### src/rtl/lift_sched.sv
// lift_sched: single-car SCAN scheduler for a four-floor lift.
// Tracks pending floor calls, commands the car toward the next floor in the
// current travel direction and holds the door open for DOOR_CYC cycles per stop.
// Optional build macro: LIFT_SCHED_HOLD_EN -- a call for the current floor while
// the door is open restarts the door timer instead of being dropped.
module lift_sched #(
  parameter int unsigned DOOR_CYC = 4
) (
  input  logic       in_clk,
  input  logic       in_rst,
  input  logic [3:0] in_call,
  input  logic [2:0] in_pos,
  input  logic       in_rdy,
  output logic [1:0] o_tgt,
  output logic [3:0] o_pend,
  output logic       o_dir,
  output logic       o_door,
  output logic       o_busy
);

  typedef enum logic [1:0] {
    IDLE = 2'd0,
    MOVE = 2'd1,
    DOOR = 2'd2
  } state_t;

  localparam logic [3:0] DOOR_LD = 4'(DOOR_CYC);

  state_t     state, state_nxt;
  logic [3:0] cnt, cnt_nxt;
  logic [1:0] tgt_nxt;
  logic       dir_nxt;
  logic [3:0] pend_nxt;
  logic [3:0] clr;
  logic [3:0] req;
  logic [3:0] door_clr;
  logic [3:0] door_pend;
  logic       pos_ok;
  logic [1:0] cur;
  logic [3:0] sc;
  logic [2:0] mv;

  // Nearest set bit of mask moving away from 'from' in one direction.
  // Returns {found, index}; incl allows 'from' itself to match.
  function automatic logic [2:0] seek(input logic [3:0] mask, input logic [1:0] from,
                                      input logic up, input logic incl);
    logic [2:0] res;
    logic [1:0] i;
    logic       ok;
    res = {1'b0, from};
    for (int unsigned k = 0; k < 4; k++) begin
      i  = up ? k[1:0] : 2'(3 - k);
      ok = up ? (incl ? (i >= from) : (i > from))
              : (incl ? (i <= from) : (i < from));
      if (!res[2] && ok && mask[i]) res = {1'b1, i};
    end
    return res;
  endfunction

  // SCAN pick with reversal: returns {found, new_dir, target}.
  function automatic logic [3:0] scan(input logic [3:0] mask, input logic [1:0] from,
                                      input logic dir, input logic [1:0] keep);
    logic [2:0] a;
    logic [2:0] b;
    a = seek(mask, from, dir, 1'b0);
    b = seek(mask, from, ~dir, 1'b0);
    if (a[2])      return {1'b1, dir, a[1:0]};
    else if (b[2]) return {1'b1, ~dir, b[1:0]};
    else           return {1'b0, dir, keep};
  endfunction

  assign pos_ok    = (in_pos >= 3'd1) && (in_pos <= 3'd4);
  assign cur       = 2'(in_pos - 3'd1);
  assign req       = o_pend | in_call;
  assign door_clr  = pos_ok ? (4'b0001 << cur) : 4'b0000;
  assign door_pend = req & ~door_clr;

  assign o_door = (state == DOOR);
  assign o_busy = (state != IDLE);

  // State, target, direction, pending mask and door timer registers.
  always_ff @(posedge in_clk or posedge in_rst) begin
    if (in_rst) begin
      state  <= IDLE;
      o_tgt  <= '0;
      o_pend <= '0;
      o_dir  <= 1'b1;
      cnt    <= '0;
    end else begin
      state  <= state_nxt;
      o_tgt  <= tgt_nxt;
      o_pend <= pend_nxt;
      o_dir  <= dir_nxt;
      cnt    <= cnt_nxt;
    end
  end

  // Next-state, target selection, floor clear and door timer.
  always_comb begin
    state_nxt = state;
    tgt_nxt   = o_tgt;
    dir_nxt   = o_dir;
    cnt_nxt   = cnt;
    clr       = '0;
    sc        = '0;
    mv        = '0;
    case (state)
      IDLE: begin
        if (req != 4'b0000) begin
          if (pos_ok && req[cur]) begin
            clr[cur]  = 1'b1;
            cnt_nxt   = DOOR_LD;
            state_nxt = DOOR;
          end else begin
            sc = scan(req, cur, o_dir, o_tgt);
            if (sc[3]) begin
              dir_nxt   = sc[2];
              tgt_nxt   = sc[1:0];
              state_nxt = MOVE;
            end
          end
        end
      end
      MOVE: begin
        if (pos_ok && in_rdy && (cur == o_tgt)) begin
          clr[o_tgt] = 1'b1;
          cnt_nxt    = DOOR_LD;
          state_nxt  = DOOR;
        end else if (pos_ok) begin
          // Same-direction search includes cur so a target already reached
          // but not yet confirmed by in_rdy is not skipped.
          mv = seek(req, cur, o_dir, 1'b1);
          if (mv[2]) tgt_nxt = mv[1:0];
        end
      end
      DOOR: begin
        clr = door_clr;
`ifdef LIFT_SCHED_HOLD_EN
        if (pos_ok && in_call[cur]) begin
          cnt_nxt = DOOR_LD;
        end else
`endif
        if (cnt <= 4'd1) begin
          cnt_nxt = '0;
          if (door_pend == 4'b0000) begin
            state_nxt = IDLE;
          end else begin
            sc        = scan(door_pend, cur, o_dir, o_tgt);
            dir_nxt   = sc[2];
            tgt_nxt   = sc[1:0];
            state_nxt = MOVE;
          end
        end else begin
          cnt_nxt = cnt - 4'd1;
        end
      end
      default: state_nxt = IDLE;
    endcase
    pend_nxt = req & ~clr;
  end

endmodule

### config.mk
export PLATFORM = sky130hd
export DESIGN_NAME = lift_sched
export DESIGN_NICKNAME = d
export VERILOG_FILES = /design/src/rtl/lift_sched.sv
export SDC_FILE = /design/constraint.sdc
export NUM_CORES = 1
export LEC_CHECK = 0
export CAP_MARGIN = 20
export CORE_ASPECT_RATIO = 0.7
export CORE_UTILIZATION = 40
export DETAILED_ROUTE_END_ITERATION = 7
export GPL_ROUTABILITY_DRIVEN = 0
export PLACE_DENSITY = 0.63
export SLEW_MARGIN = 20
export SYNTH_ARGS = -nofsm -noshare
export SYNTH_HDL_FRONTEND = slang
export SYNTH_SLANG_ARGS = --single-unit
### constraint.sdc
create_clock -name in_clk -period 5.7 [get_ports in_clk]
set_clock_uncertainty 0.2 [all_clocks]
set_input_delay 0.855 -clock in_clk [delete_from_list [all_inputs] [get_ports in_clk]]
set_output_delay 0.855 -clock in_clk [all_outputs]
set_load 0.005 [all_outputs]
==> metrics.txt, run 1 <==
status complete, no violations; Tmin final 4.987 ns; initial core utilization 0.4169; Tot Pwr 1.694 mW; post-synthesis cell count 292; number of antenna diodes 0; clock sinks 13; number of global-route vias before repair around 2100; ANT nets after route 0; #FFs+latches synth 13; sw frac 0.5525; Main synth FF type dfrtp_1; Worst Path Required 5.65 ns; worst-margin pin slew 0.8931 ns; DR DRC count 0; post-route insts no fill 379; Placed Cells 375; drt wl/cell 18.01 µm; drt initial violations 388; max-cap violations 0; NetSw 0.9361 mW; Internal Pwr Total 0.7583 mW; sequential share of power 0.110; HP Class reg -> reg; Clock Latency Late Sink 0.25 ns; power per cell area 689.5 nW/µm²; Die W 90.71 µm; layout cell share with drive strength beyond 1 0.1205; row count 22; syn avg cell area 7.546 µm²; Layout Area Growth over Synthesis 11.53%; htree depth 1; Avg Vias per Cell 6.361; TritonCTS clock tree yes; largest net degree at the start of global routing between 40 and 50; final net count 333; max-slew violations 0; peak supply drop 214.2 µV; iteration count of the initial detailed-routing pass 5; total gr overflow 0; WS Path Type in -> reg; setup_tns 0 ns; CP max FO 14; CTS root buffer clkbuf_8; Post-synth EDFFs 0; Placeable Area roughly 5300 µm²; Syn Nets 317; initial antenna violation count 0; Buffers on Ports 18; Pleak about 0.98 nW; logic gate share of total power 0.841; post-CTS setup repair buffer count 0; fin crit share 0.8749; Via Count 2411; Yosys cell types 72; Die ar. about 5800 µm²; global-route wire length before repair 11270 µm; hold_buf cts 0; Slew Limit Headroom 0.4024; Total GRT Usage 0.2428; sequential fraction of the synthesis area 0.1482; YS warnings 0; clock transition at the registers of the reported paths 0.05 ns; fin util 0.4650; cell area after synthesis between 2000 and 2500 µm²; clock share of power 0.050; max frequency 200.5 MHz; # setup viols final 0; Final Hold Fails 0; CTS Buf Count 3; DP Wirelength 5306 µm; Startpoint Class input port; Crit path arrival time 4.94 ns; PostCTS Resize Cnt 0; RSZ-0062 raised after global routing no; Post-synth ARST share 1.000; crit end category flop; # IOs 19; DIE HEIGHT 64.10 µm; Clock Tree Buf Depth 2; Routed WL 6824 µm
## synthesized netlist by cell type, types with 6 or more instances
library cell	n	area, µm²
a21oi_1	19	95.09
a22oi_1	7	52.55
dfrtp_1	12	300.3
ha_1	15	187.7
inv_1	21	78.83
nand2_1	25	93.84
nand2b_1	6	37.54
nand3_1	6	30.03
nor2_1	30	112.6
nor2b_1	7	43.79
nor3_1	8	40.04
o21ai_0	21	105.1
## kinds of logic after synthesis
logic type / synth area share
AND/OR/NAND/NOR: 0.2612
AO/OA/AOI/OAI: 0.3844
buffers and inverters: 0.07552
adder cells (fa/ha/maj): 0.08518
flip-flops: 0.1482
multiplexers: 0.02953
XOR/XNOR: 0.01590
## layout by cell type (no fill, tap or decap), types with 4 or more instances in the layout
cell	count
nor2_1	30
nand2_1	25
inv_1	21
o21ai_0	21
a21oi_1	19
clkdlybuf4s50_1	18
ha_1	15
dfrtp_1	12
nor3_1	8
nor2b_1	7
a22oi_1	7
nand2b_1	6
nand3_1	6
a31oi_1	5
o211ai_1	5
or3_1	5
a2bb2oi_1	4
or2_2	4
## stage by stage
stage / area [µm²] / hold slack, ns / setup WS, ns
floorplan: 2203 / 0.3268 / 1.826
global placement: 2412 / 0.3594 / 0.6975
detailed placement: 2412 / 0.3826 / 0.6130
CTS: 2457 / 0.4013 / 0.8559
global route: 2457 / 0.4423 / 0.4099
finish: 2457 / 0.4024 / 0.7130
## routing by layer
layer	up-vias	global-route usage	wire, µm
met2	156	0.3343	2660
li1	1128	-	-
met4	0	0.04032	49
met3	6	0.06190	824
met1	1121	0.3749	3289
met5	-	0	0
## path summary, 6_finish.rpt
kind	start	to	slack (ns)	cells after the start
max	in_pos[0]	o_tgt[1]	0.71	12
min	cnt[2]	cnt[2]	0.40	1
max reg2reg	o_dir	o_tgt[1]	1.95	10
min reg2reg	cnt[2]	cnt[2]	0.40	1
max in group asynchronous	in_rst	o_dir	4.18	2
min in group asynchronous	in_rst	o_pend[2]	0.75	2
## final cells by class
class	instances	area, µm²
clock buffer	4	45.04
inverter	22	82.58
timing repair buffer	21	202.7
fill	552	2828
multi-input combinational	247	1710
sequential	13	326.6
tap	72	90.09
## power by group through the flow
stage	registers (mW)	logic, mW	clock network (mW)
after global placement	0.184	1.38	0
final	0.186	1.42	0.0840
after floorplan	0.177	1.06	0
after detailed placement	0.185	1.37	0
after global routing	0.192	1.56	0.0903
after CTS	0.184	1.38	0.0853
## flip-flops by register name, indices dropped and copies added (netlist names)
signal / count
cnt: 4
state: 2
o_pend: 4
o_dir: 1
o_tgt: 2
## worst max-delay path: stages
cell and delay, ns:
clkdlybuf4s50_1 0.68, inv_1 0.26, ha_1 0.51, ha_1 0.47, inv_1 0.14, a221oi_1 0.57, nor3b_1 0.18, nor4b_1 0.47
inv_1 0.08, o221ai_1 0.34, a211oi_2 0.14, a221oi_2 0.23
Power figures use the tool's default switching activity.
==> run 2, diff against run 1 <==
--- a/config.mk
+++ b/config.mk
@@ -6,11 +6,13 @@
 export NUM_CORES = 1
 export LEC_CHECK = 0
 export CAP_MARGIN = 20
-export CORE_ASPECT_RATIO = 0.7
+export CORE_ASPECT_RATIO = 0.8
 export CORE_UTILIZATION = 40
+export CTS_CLUSTER_DIAMETER = 80
 export DETAILED_ROUTE_END_ITERATION = 7
 export GPL_ROUTABILITY_DRIVEN = 0
 export PLACE_DENSITY = 0.63
+export SETUP_SLACK_MARGIN = 0.05
 export SLEW_MARGIN = 20
 export SYNTH_ARGS = -nofsm -noshare
 export SYNTH_HDL_FRONTEND = slang
==> metrics.txt, run 2 (synthesized netlist as in run 1, its figures left out) <==
hold_buf cts 0 (unchanged); layout cell share with drive strength beyond 1 0.1176 (-0.002874); # IOs 19 (unchanged); power per cell area 692.3 nW/µm² (+0.39%); CP max FO 8 (-6); violated checks design-rule violations; global-route wire length before repair 10720 µm (-4.9%); peak supply drop 359.1 µV (+68%); total gr overflow 0 (unchanged); Final Hold Fails 0 (unchanged); fillcell total 513 (-7.1%); number of global-route vias before repair 2106 (+1.3%); Critical path destination o_tgt[1]; Total GRT Usage 0.2365 (-0.006386); max-slew violations 0 (unchanged); htree depth 1 (unchanged); Crit path arrival time 4.86 ns (-0.08 ns); row count 23 (+4.5%); Clock Tree Buf Depth 2 (unchanged); Crit path depth 12 (unchanged); largest net degree at the start of global routing 41 (unchanged); CTS Buf Count 3 (unchanged); flop2flop setup slack 1.99 ns (+0.04 ns); DIE HEIGHT 68.38 µm (+6.7%); Clock Latency Late Sink 0.25 ns (about the same); Avg Vias per Cell 6.323 (-0.60%); Register Area 326.6 µm² (unchanged); clock transition at the registers of the reported paths 0.06 ns (about the same); multi-input logic area 1710 µm² (unchanged); most frequent cells in the layout nor2_1 (30), nand2_1 (25), inv_1 (21), o21ai_0 (21), a21oi_1 (19); Hold Slack 0.3906 ns (-0.01181 ns); Slew Limit Headroom 0.4504 (+0.04801); DP Wirelength 5080 µm (-4.3%); critical path cell sequence clkdlybuf4s50_1 -> inv_1 -> ha_1 -> ha_1 -> nor2b_1 -> o21a_1 -> a32oi_1 -> o2111ai_1 -> or4_1 -> nand4_2 -> a211oi_2 -> a221oi_2; M1 WL 3218 µm (-2.2%); CTS root buffer clkbuf_8; drt initial violations 177 (-54%); Layout Area Growth over Synthesis 10.62%; Tmin final 4.900 ns (-0.08673 ns); Worst Path Required 5.66 ns (about the same); # setup viols final 0 (unchanged); RR Startpoint o_dir; CP max-delay cell clkdlybuf4s50_1; fin util 0.4732 (+0.008198); Pleak 0.9746 nW (-0.55%); Die W 84.98 µm (-6.3%); Critical Path Max Stage Delay 0.68 ns (about the same); max frequency 204.1 MHz (+1.8%); clock sinks 13 (unchanged); WP buf/inv 2 (-2); Buffers on Ports 18 (unchanged); commonest non-fill, non-tap cell in the layout nor2_1; max-cap violations 0 (unchanged); final net count 332 (-0.30%); Placeable Area 5151 µm² (-2.5%); CP startpoint in_pos[0]; fin crit share 0.8597 (-0.01522); iteration count of the initial detailed-routing pass 7 (+2); drt wl/cell 17.89 µm (-0.63%); Tot Pwr 1.687 mW (-0.42%); post-CTS setup repair buffer count 0 (unchanged); Via Count 2327 (-3.5%); crit end category flop; WS Path Type in -> reg; setup_tns 0 ns (unchanged); ANT nets after route 0 (unchanged); HP Class reg -> reg; Die ar. 5811 µm² (about the same); status finished with violations; cell repeated most along the worst path ha_1; TritonCTS clock tree yes; initial antenna violation count 0 (unchanged); Worst R2R End o_tgt[1]; Startpoint Class input port; RSZ-0062 raised after global routing no; reg2reg path depth 10 (unchanged); DR DRC count 1 (+1); Largest regs cnt: 4 flops, o_pend: 4 flops; initial core utilization 0.4277 (+0.01084); PostCTS Resize Cnt 0 (unchanged); worst-margin pin slew 0.8213 ns (-0.07174 ns); DR top layer met4; cell class contributing the biggest share of worst-path delay compound AO/OA/AOI/OAI gates; Routed WL 6584 µm (-3.5%); met2 wire len 2699 µm (+1.5%); number of antenna diodes 0 (unchanged); DR WL met3 622 µm (-25%)
-- run 2: changes by cell type in the layout (fill, tap and decap cells not counted) --
cell,change
buf_4,-1
-- run 2: how the worst min path moves through the flow --
stage | end | start | cells after the start | slack [ns]
finish | cnt[2] | cnt[2] | 1 | 0.39
global route | cnt[2] | cnt[2] | 1 | 0.41
CTS | cnt[2] | cnt[2] | 1 | 0.38
detailed placement | cnt[2] | cnt[2] | 1 | 0.36
global placement | cnt[2] | cnt[2] | 1 | 0.36
floorplan | cnt[2] | cnt[2] | 1 | 0.33
-- run 2: per-stage QoR --
| stage | cells | setup slack [ns] | cell area (µm²) |
|---|---|---|---|
| 2_1_floorplan | 292 | 1.826 | 2203 |
| 3_3_place_gp | 364 | 0.7189 | 2392 |
| 3_5_place_dp | 364 | 0.6143 | 2392 |
| 4_1_cts | 368 | 0.8624 | 2437 |
| 5_1_grt | 368 | 0.5712 | 2437 |
| 6_report | 368 | 0.7998 | 2437 |
-- run 2: layout make-up --
type                       instances  area share
inverter                          22     0.03388
multi-input combinational        247      0.7017
tap                               62     0.03183
sequential                        13      0.1340
timing repair buffer              20     0.08008
clock buffer                       4     0.01848
-- run 2: power breakdown --
part / internal [mW] / leakage [nW] / switching (mW) / total [mW]
clock network: 0.0494 / 0.0228 / 0.0346 / 0.0840
registers: 0.137 / 0.150 / 0.0475 / 0.185
logic: 0.571 / 0.802 / 0.848 / 1.42
-- run 2: per-layer routing --
metal | vias to the layer above | GRT usage
li1 | 1133 | -
met1 | 1084 | 0.3423
met2 | 100 | 0.3569
met3 | 10 | 0.06634
met4 | 0 | 0.02754
met5 | - | 0
